**src/rtl/forwarding_source_pkg.sv**
```systemverilog
// Shared pipeline types for the MEM/WB forwarding source.
//   RegisterID_t        - architectural register index (x0..x31)
//   ForwardingSignals_t - MEM/WB rd, RegWrite, Value bundle consumed by EX
//   MemSlotState_t      - occupancy of the MEM slot
//   MemSlot_t           - contents of one pipeline slot (MEM or WB)
package forwarding_source_pkg;

    typedef logic [4:0] RegisterID_t;

    typedef struct packed {
        logic        MEM_RegWrite;
        RegisterID_t MEM_rd;
        logic [31:0] MEM_Value;
        logic        WB_RegWrite;
        RegisterID_t WB_rd;
        logic [31:0] WB_Value;
    } ForwardingSignals_t;

    typedef enum logic [1:0] {
        EMPTY     = 2'd0,
        READY     = 2'd1,
        LOAD_WAIT = 2'd2
    } MemSlotState_t;

    typedef struct packed {
        logic        valid;
        logic        RegWrite;
        RegisterID_t rd;
        logic [31:0] Value;
    } MemSlot_t;

    localparam int PerfCountW = 16;

    // A slot only advertises a write when it holds a result and the target is not x0.
    function automatic logic writesRd(input logic holdsResult, input logic regWrite,
                                      input RegisterID_t rd);
        return holdsResult && regWrite && (rd != '0);
    endfunction

endpackage

```
**src/rtl/forwarding_source_load_wait_timer.sv**
```systemverilog
// Load-wait timeout timer for the MEM slot.
// Loaded with LOAD_TIMEOUT when a load enters MEM, counts down on every
// waiting cycle without data, and flags a fault on the cycle that would take
// it to zero. LOAD_TIMEOUT = 0 loads zero, so the fault can never fire.
// Ports:
//   i_clk, i_rst_n - clock, async active-low reset
//   i_start        - a load is being captured into MEM this cycle
//   i_waiting      - MEM is in LOAD_WAIT
//   i_dataValid    - load data returned this cycle (beats the timeout)
//   o_fault        - combinational, high for the single timeout cycle
module forwarding_source_load_wait_timer #(
    parameter int LOAD_TIMEOUT = 255
) (
    input  logic i_clk,
    input  logic i_rst_n,
    input  logic i_start,
    input  logic i_waiting,
    input  logic i_dataValid,
    output logic o_fault
);

    localparam int TimerW = (LOAD_TIMEOUT < 1) ? 1 : $clog2(LOAD_TIMEOUT + 1);
    localparam logic [TimerW-1:0] TimerLoad = TimerW'(LOAD_TIMEOUT);

    logic [TimerW-1:0] remaining;
    logic              countDown;

    assign countDown = i_waiting && !i_dataValid && (remaining != '0);
    assign o_fault   = countDown && (remaining == TimerW'(1));

    always_ff @(posedge i_clk or negedge i_rst_n) begin
        if (!i_rst_n) begin
            remaining <= '0;
        end else if (i_start) begin
            remaining <= TimerLoad;
        end else if (countDown) begin
            remaining <= remaining - TimerW'(1);
        end
    end

endmodule

```
**src/rtl/forwarding_source.sv**
```systemverilog
// Producer end of the operand-forwarding interface: owns the MEM and WB result
// slots, tracks multi-cycle loads, drives the register-file write port and the
// forwarding bundle for EX.
//
// state     | meaning
// ----------+-----------------------------------------------------------
// EMPTY     | MEM holds a bubble
// READY     | MEM holds a result (ALU value or returned load data)
// LOAD_WAIT | MEM holds a load waiting for data; MEM and WB are frozen
//
// Ports:
//   i_clk, i_rst_n            - clock, async active-low reset
//   i_stall                   - external stall, freezes MEM and WB
//   i_ex_*                    - EX-stage instruction (valid, RegWrite, MemRead, rd, Value)
//   i_id_rs1, i_id_rs2        - ID-stage sources for load-use detection
//   i_mem_rdata_valid/_rdata  - data-memory load response
//   o_ForwardingSignals       - MEM/WB forwarding bundle
//   o_wb_RegWrite/_rd/_Value  - register-file write port
//   o_MemWait                 - MEM waiting on load data
//   o_LoadUseStall            - load in EX feeds ID
//   o_LoadFault               - one-cycle load timeout pulse
//   o_WaitCycles              - LOAD_WAIT cycle counter
// Build option: define FWD_SOURCE_PERF_EN to implement o_WaitCycles as a
// 16-bit saturating counter; otherwise it is tied to zero.
module forwarding_source
    import forwarding_source_pkg::*;
#(
    parameter int LOAD_TIMEOUT = 255
) (
    input  logic               i_clk,
    input  logic               i_rst_n,
    input  logic               i_stall,
    input  logic               i_ex_valid,
    input  logic               i_ex_RegWrite,
    input  logic               i_ex_MemRead,
    input  RegisterID_t        i_ex_rd,
    input  logic [31:0]        i_ex_Value,
    input  RegisterID_t        i_id_rs1,
    input  RegisterID_t        i_id_rs2,
    input  logic               i_mem_rdata_valid,
    input  logic [31:0]        i_mem_rdata,
    output ForwardingSignals_t o_ForwardingSignals,
    output logic               o_wb_RegWrite,
    output RegisterID_t        o_wb_rd,
    output logic [31:0]        o_wb_Value,
    output logic               o_MemWait,
    output logic               o_LoadUseStall,
    output logic               o_LoadFault,
    output logic [15:0]        o_WaitCycles
);

    MemSlotState_t memState, memStateNext;
    MemSlot_t      memSlot, wbSlot;
    logic          adv;
    logic          exLoad;
    logic          loadFault;

    assign adv    = !i_stall && (memState != LOAD_WAIT);
    assign exLoad = i_ex_valid && i_ex_MemRead;

    forwarding_source_load_wait_timer #(
        .LOAD_TIMEOUT(LOAD_TIMEOUT)
    ) u_loadWaitTimer (
        .i_clk       (i_clk),
        .i_rst_n     (i_rst_n),
        .i_start     (adv && exLoad),
        .i_waiting   (memState == LOAD_WAIT),
        .i_dataValid (i_mem_rdata_valid),
        .o_fault     (loadFault)
    );

    always_ff @(posedge i_clk or negedge i_rst_n) begin
        if (!i_rst_n) begin
            memState <= EMPTY;
        end else begin
            memState <= memStateNext;
        end
    end

    // Load data completes a waiting load even under i_stall.
    always_comb begin
        memStateNext = memState;
        case (memState)
            EMPTY, READY: begin
                if (adv) begin
                    if (!i_ex_valid)       memStateNext = EMPTY;
                    else if (i_ex_MemRead) memStateNext = LOAD_WAIT;
                    else                   memStateNext = READY;
                end
            end
            LOAD_WAIT: begin
                if (i_mem_rdata_valid || loadFault) memStateNext = READY;
            end
            default: memStateNext = EMPTY;
        endcase
    end

    // memSlot.valid is kept equal to (memState == READY) so WB can take the
    // slot wholesale. A timed-out load becomes a READY slot that writes nothing.
    always_ff @(posedge i_clk or negedge i_rst_n) begin
        if (!i_rst_n) begin
            memSlot <= '0;
            wbSlot  <= '0;
        end else if (adv) begin
            wbSlot           <= memSlot;
            memSlot.valid    <= i_ex_valid && !i_ex_MemRead;
            memSlot.RegWrite <= i_ex_valid && i_ex_RegWrite;
            memSlot.rd       <= i_ex_rd;
            memSlot.Value    <= i_ex_MemRead ? 32'd0 : i_ex_Value;
        end else if (memState == LOAD_WAIT) begin
            if (i_mem_rdata_valid) begin
                memSlot.valid <= 1'b1;
                memSlot.Value <= i_mem_rdata;
            end else if (loadFault) begin
                memSlot.valid    <= 1'b1;
                memSlot.RegWrite <= 1'b0;
            end
        end
    end

    always_comb begin
        o_ForwardingSignals              = '0;
        o_ForwardingSignals.MEM_RegWrite = writesRd(memState == READY, memSlot.RegWrite, memSlot.rd);
        o_ForwardingSignals.MEM_rd       = memSlot.rd;
        o_ForwardingSignals.MEM_Value    = memSlot.Value;
        o_ForwardingSignals.WB_RegWrite  = writesRd(wbSlot.valid, wbSlot.RegWrite, wbSlot.rd);
        o_ForwardingSignals.WB_rd        = wbSlot.rd;
        o_ForwardingSignals.WB_Value     = wbSlot.Value;
        o_MemWait                        = (memState == LOAD_WAIT);
    end

    assign o_wb_RegWrite  = o_ForwardingSignals.WB_RegWrite;
    assign o_wb_rd        = o_ForwardingSignals.WB_rd;
    assign o_wb_Value     = o_ForwardingSignals.WB_Value;
    assign o_LoadFault    = loadFault;
    assign o_LoadUseStall = exLoad && i_ex_RegWrite && (i_ex_rd != '0)
                            && ((i_ex_rd == i_id_rs1) || (i_ex_rd == i_id_rs2));

`ifdef FWD_SOURCE_PERF_EN
    logic [PerfCountW-1:0] waitCycles;

    always_ff @(posedge i_clk or negedge i_rst_n) begin
        if (!i_rst_n) begin
            waitCycles <= '0;
        end else if ((memState == LOAD_WAIT) && (waitCycles != '1)) begin
            waitCycles <= waitCycles + PerfCountW'(1);
        end
    end

    assign o_WaitCycles = waitCycles;
`else
    assign o_WaitCycles = '0;
`endif

endmodule

```
**config.mk**
```make
export PLATFORM = sky130hd
export DESIGN_NAME = forwarding_source
export DESIGN_NICKNAME = d
export VERILOG_FILES = /design/src/rtl/forwarding_source_pkg.sv /design/src/rtl/forwarding_source_load_wait_timer.sv /design/src/rtl/forwarding_source.sv
export SDC_FILE = /design/constraint.sdc
export NUM_CORES = 1
export LEC_CHECK = 0
export ABC_CLOCK_PERIOD_IN_PS = 2400
export CAP_MARGIN = 20
export CORE_ASPECT_RATIO = 2
export CORE_MARGIN = 3
export CORE_UTILIZATION = 35
export CTS_CLUSTER_DIAMETER = 40
export CTS_CLUSTER_SIZE = 8
export DETAILED_ROUTE_END_ITERATION = 6
export GPL_TIMING_DRIVEN = 1
export PLACE_DENSITY_LB_ADDON = 0.12
export REMOVE_ABC_BUFFERS = 1
export SLEW_MARGIN = 20
export SYNTH_ARGS = -nofsm -noshare
export SYNTH_HDL_FRONTEND = slang
export SYNTH_SLANG_ARGS = --single-unit
```
**constraint.sdc**
```tcl
create_clock -name i_clk -period 2.4 [get_ports i_clk]
set_clock_uncertainty 0.05 [all_clocks]
set_input_delay 0.72 -clock i_clk [delete_from_list [all_inputs] [get_ports i_clk]]
set_output_delay 0.72 -clock i_clk [all_outputs]
set_load 0.005 [all_outputs]
```
* Yosys cells after proc, flatten, opt, wreduce, memory -nomap -nowiden *
Index checks and enable logic that the tools add are counted.

storage, ports and cells
  flip-flop bits (word level) = 88
  bits of input ports = 86
  output and inout port bits = 133
  word-level logic and storage cells = 71

cells by class
  add/subtract/negate cells = 1
  equality and inequality tests = 9
  multiplexer cells = 16
  reduce and logical (&&, ||, !) cells = 35

operators with widths
  kind                                                                      count
  32-bit two-way mux                                                        4
  8-bit two-way mux                                                         2
  1-bit logical AND                                                         15
  5-bit nonzero test                                                        3
  2-bit two-way mux                                                         7
  5-bit equality test                                                       2
  8-bit by 1-bit equality test with 1-bit output (second input constant)    1
  2-bit nonzero test                                                        4
  8-bit nonzero test                                                        1
  8-bit by 1-bit subtractor with 8-bit output (second input constant)       1
  2-bit inequality test (second input constant)                             3
  2-bit AND reduction                                                       3
  2-bit one-hot mux with 2 select lines                                     1
  1-bit zero test                                                           3
  3-bit AND reduction                                                       1
  3-bit nonzero test                                                        1
  2-bit by 1-bit equality test with 1-bit output (second input constant)    1
  2-bit equality test (second input constant)                               1
  2-bit zero test                                                           1
  1-bit logical OR                                                          2
  1-bit two-way mux                                                         2
  2-bit by 1-bit inequality test with 1-bit output (second input constant)  1
  2-bit OR reduction                                                        1

* Logic depth before layout (Yosys ltp) *
  depth after elaboration = 8
  mapped depth = 6
  mapped depth without buffers = 6

* Modules after synthesis *
From an unflattened synthesis, not the netlist that was laid out.

second synthesis, totals
  cells, all modules = 466
  area, all modules = 5215.0 um^2

by module, submodules not included
  module                             times used  cells an instance  area each (um^2)  seq. area each (um^2)
  forwarding_source                  1           410                4685.7            2001.9
  forwarding_source_load_wait_timer  1           56                 529.3             200.2

* Worst setup path after synthesis *
Ideal clock, no wire load.

  kind = input-to-output
  start = input port i_ex_rd[1]
  end = output port o_LoadUseStall
  arrival = 1.465 ns
  data required time = 1.630 ns
  slack = 0.165 ns
  stages = 3
  path buffers = 0
  cell sequence = or4_1 -> o2111ai_1 -> a21oi_1

between the ends
  cells in the longest elaborated chain, start to end = 3
  elaborated cells on any way between the ends = 6
  classes of those cells = eq/ne: 2; reduce/logical: 4

ends and longest elaborated chain
  item                                                       line                                                text
  from (decl)                                                forwarding_source.sv:36                             input RegisterID_t i_ex_rd,
  5-bit equality test or 5-bit nonzero test (tied branches)  forwarding_source.sv:137, forwarding_source.sv:136
  1-bit logical OR or 1-bit logical AND (tied branches)      forwarding_source.sv:137, forwarding_source.sv:136
  1-bit logical AND *                                        forwarding_source.sv:137                            && ((i_ex_rd == i_id_rs1) || (i_ex_rd == i_id_rs2));
  to (decl)                                                  forwarding_source.sv:47                             output logic o_LoadUseStall,

Every way passes the cells marked *; elsewhere a longest branch is shown, timed or not.

* Worst setup path in the final report *
  start = input port i_ex_rd[2]
  end = output port o_LoadUseStall

Same word-level chain as after synthesis.

==> qor.csv <==
metric,value,unit
cp_max_fo,3,
core_area,0.01404,sq mm
fp.dieW,91.29,um
hold_viol,0,
power_density,735.0,mW/mm^2
drt_pass1_iterations,4,
path_clk_slew,60,ps
synth-compound-area-share,5.995,%
r2r-end,u_loadWaitTimer.remaining[7]$_DFFE_PN0P_,
layout.nets,703,
numCtsBuffers,9,
grt_usage,16.11,%
drc,0,
rows,61,
die_y,176.6,um
vdd_drop_max,0.3662,mV
synth_area,0.005092,sq mm
finalSetupViolCount,1,
synthToLayoutAreaGrowth,39.21,%
fill_cells,1354,
area.sequential,0.002203,sq mm
path_cells,buf_8 > or4_4 > o2111ai_4 > a21oi_2 > buf_2,
yosys.area_share.xor_xnor,1.892,%
multiInputGateArea,0.001951,sq mm
slowest_delay,540,ps
grt_setup_unrepaired,yes,
final_common_cell,clkdlybuf4s50_1,
gp_congestion,0.8102,
io_pins,219,
startpoint_type,input port,
fin_crit_sh,104.1,%
syn_inst,489,
synth_seq_cells,88,
cp-end-kind,output pin,
ys_types,41,
synth_edf_count,0,
yosys_warnings,0,
initial_utilization,36.26,%
wl_per_cell,15.77,um
cts-htree-levels,3,
p_total,5.210,mW
final_cell_mix,"clkdlybuf4s50_1 (182), dfrtp_1 (87), mux2_2 (44)",
grt_max_degree,57,
slew_viol_final,0,
routed_via_density,4.483,
r2r-start,u_loadWaitTimer.remaining[3]$_DFFE_PN0P_,
cp_slowest_cell,or4_4,
root_buffer,clkbuf_16,
final_antenna_net_count,0,
clkSinkCount,88,
crit_arrival,1730,ps
cap_violations,0,
cts_tree,yes,
initialDrtViolationCount,102,
overflow,0,
synth_mux_area_share,16.41,%
rrSetupSlack,500,ps
grt_pass1_wl,20220,um
power.leakage,3.046,nW
finalCriticalPeriod,2499,ps
place_area,0.006684,sq mm
routed_wl,12730,um
violations,setup timing,
synth_ff_type,dfrtp_1,
drive_gt1_share,21.20,%
ff2ff_path_depth,5,
design.die.area,0.01612,sq mm
portBuffers,202,
design_area,0.007089,sq mm
min_path_type,input port to async pin,
synth-seq-area-share,43.24,%
grt_pass1_vias,3773,
postCtsHoldBufs,0,
worstSkewPairLatency,330,ps
hpwl,9764,um
vias,3618,
required,1630,ps
antenna_found_initial,0,
fmax,400.1,MHz
synth_adder_area_share,0.7371,%
postSynthAreaPerCell,10.41,sq um
synth_top_family_by_area,buffers and inverters,
status,"complete, but fails checks",
critPathKind,input port to output pin,
postSynth.asyncResetShare,100.0,%
antenna_cells,0,
yosys.area_share.simple,10.96,%
setup_ws,-99.50,ps
clockBufferDepth,2,
-- worst max-delay path by stage --
stage          startpoint                       to  slack, ps  depth (start not counted)
2_1_floorplan     i_stall  memState[1]$_DFFE_PN0P_      -1380                          3
3_3_place_gp   i_ex_rd[2]           o_LoadUseStall       -820                          5
6_report       i_ex_rd[2]           o_LoadUseStall       -100                          5
3_5_place_dp   i_ex_rd[2]           o_LoadUseStall       -830                          5
5_1_grt        i_ex_rd[2]           o_LoadUseStall       -140                          5
4_1_cts        i_ex_rd[4]           o_LoadUseStall       -110                          5
-- critical path: cells and delay by family --
family          cells  cell delay (ps)
simple gates        1              540
compound gates      2              240
buf+inv             2              230
-- logic make-up (layout without fill, tap and decap cells) --
logic type	after synthesis	in the layout
DFF	88	88
xor gates and xnor gates	11	11
muxes	78	78
adders and majority gates	3	3
AOI/OAI and AO/OA	53	53
buffers and inverters	150	264
other	1	16
and+or+nand+nor	105	105
-- stage by stage --
stage	worst slack, ps	hold slack, ps	setup TNS (ps)	util, %	std cells
after floorplan	-1378	374.4	-105690	-	357
after global placement	-818.0	430.0	-1603	47.59	780
after detailed placement	-832.6	440.8	-1745	47.59	780
after CTS	-114.2	132.1	-114.2	50.01	801
after global routing	-137.5	128.9	-137.5	50.48	807
final	-99.50	145.7	-99.50	50.48	807
-- timing repair --
item / in CTS / in global routing
gates resized for setup: 56 / 7
buffers inserted: 6 / 6
setup endpoints to repair: 6 / 5
pin swaps: 14 / 11
-- state kept, by name (all words and copies together), names as in the netlist --
register,cells
o_ForwardingSignals,37
o_wb_Value,32
u_loadWaitTimer.remaining,8
o_wb_rd,5
memSlot,2
memState,2
wbSlot,2
-- per-layer routing --
metal  up-vias  wire, um  track usage [%]
met4         0       214            5.542
met3        16       550            3.582
met2       104      7463            30.70
met5         -         0                0
li1       1742         -                -
met1      1756      4498            17.14
-- layout make-up --
class                      count  share of cell area (%)
sequential                    88                   31.08
inverter                       3                  0.1588
tap                          189                   3.336
clock buffer                  11                   3.565
clock inverter                 4                  0.4236
timing repair buffer         246                   33.92
multi-input combinational    266                   27.51
-- cell usage after synthesis, types with 2 or more instances --
| library cell | count | area (sq um) |
|---|---|---|
| clkbuf_1 | 11 | 41.29 |
| buf_2 | 8 | 40.04 |
| xnor2_1 | 4 | 35.03 |
| or4_1 | 3 | 22.52 |
| a21oi_1 | 5 | 25.02 |
| buf_4 | 128 | 960.9 |
| inv_1 | 3 | 11.26 |
| a31oi_1 | 2 | 12.51 |
| nand3_1 | 5 | 25.02 |
| xor2_1 | 7 | 61.31 |
| nor3_1 | 7 | 35.03 |
| o21ai_0 | 36 | 180.2 |
| nor2b_1 | 32 | 200.2 |
| mux2i_1 | 34 | 340.3 |
| dfrtp_1 | 88 | 2202 |
| nand2_1 | 40 | 150.1 |
| ha_1 | 3 | 37.54 |
| nor2_1 | 7 | 26.28 |
| mux2_2 | 44 | 495.5 |
-- power breakdown --
| part | internal [mW] | switching (mW) | leakage [nW] |
|---|---|---|---|
| Sequential | 1.79 | 0.248 | 1.07 |
| Clock | 0.752 | 0.566 | 0.126 |
| Combinational | 1.24 | 0.621 | 1.85 |
| Total | 3.78 | 1.43 | 3.05 |
No activity file was read; power rests on OpenSTA's default activity.
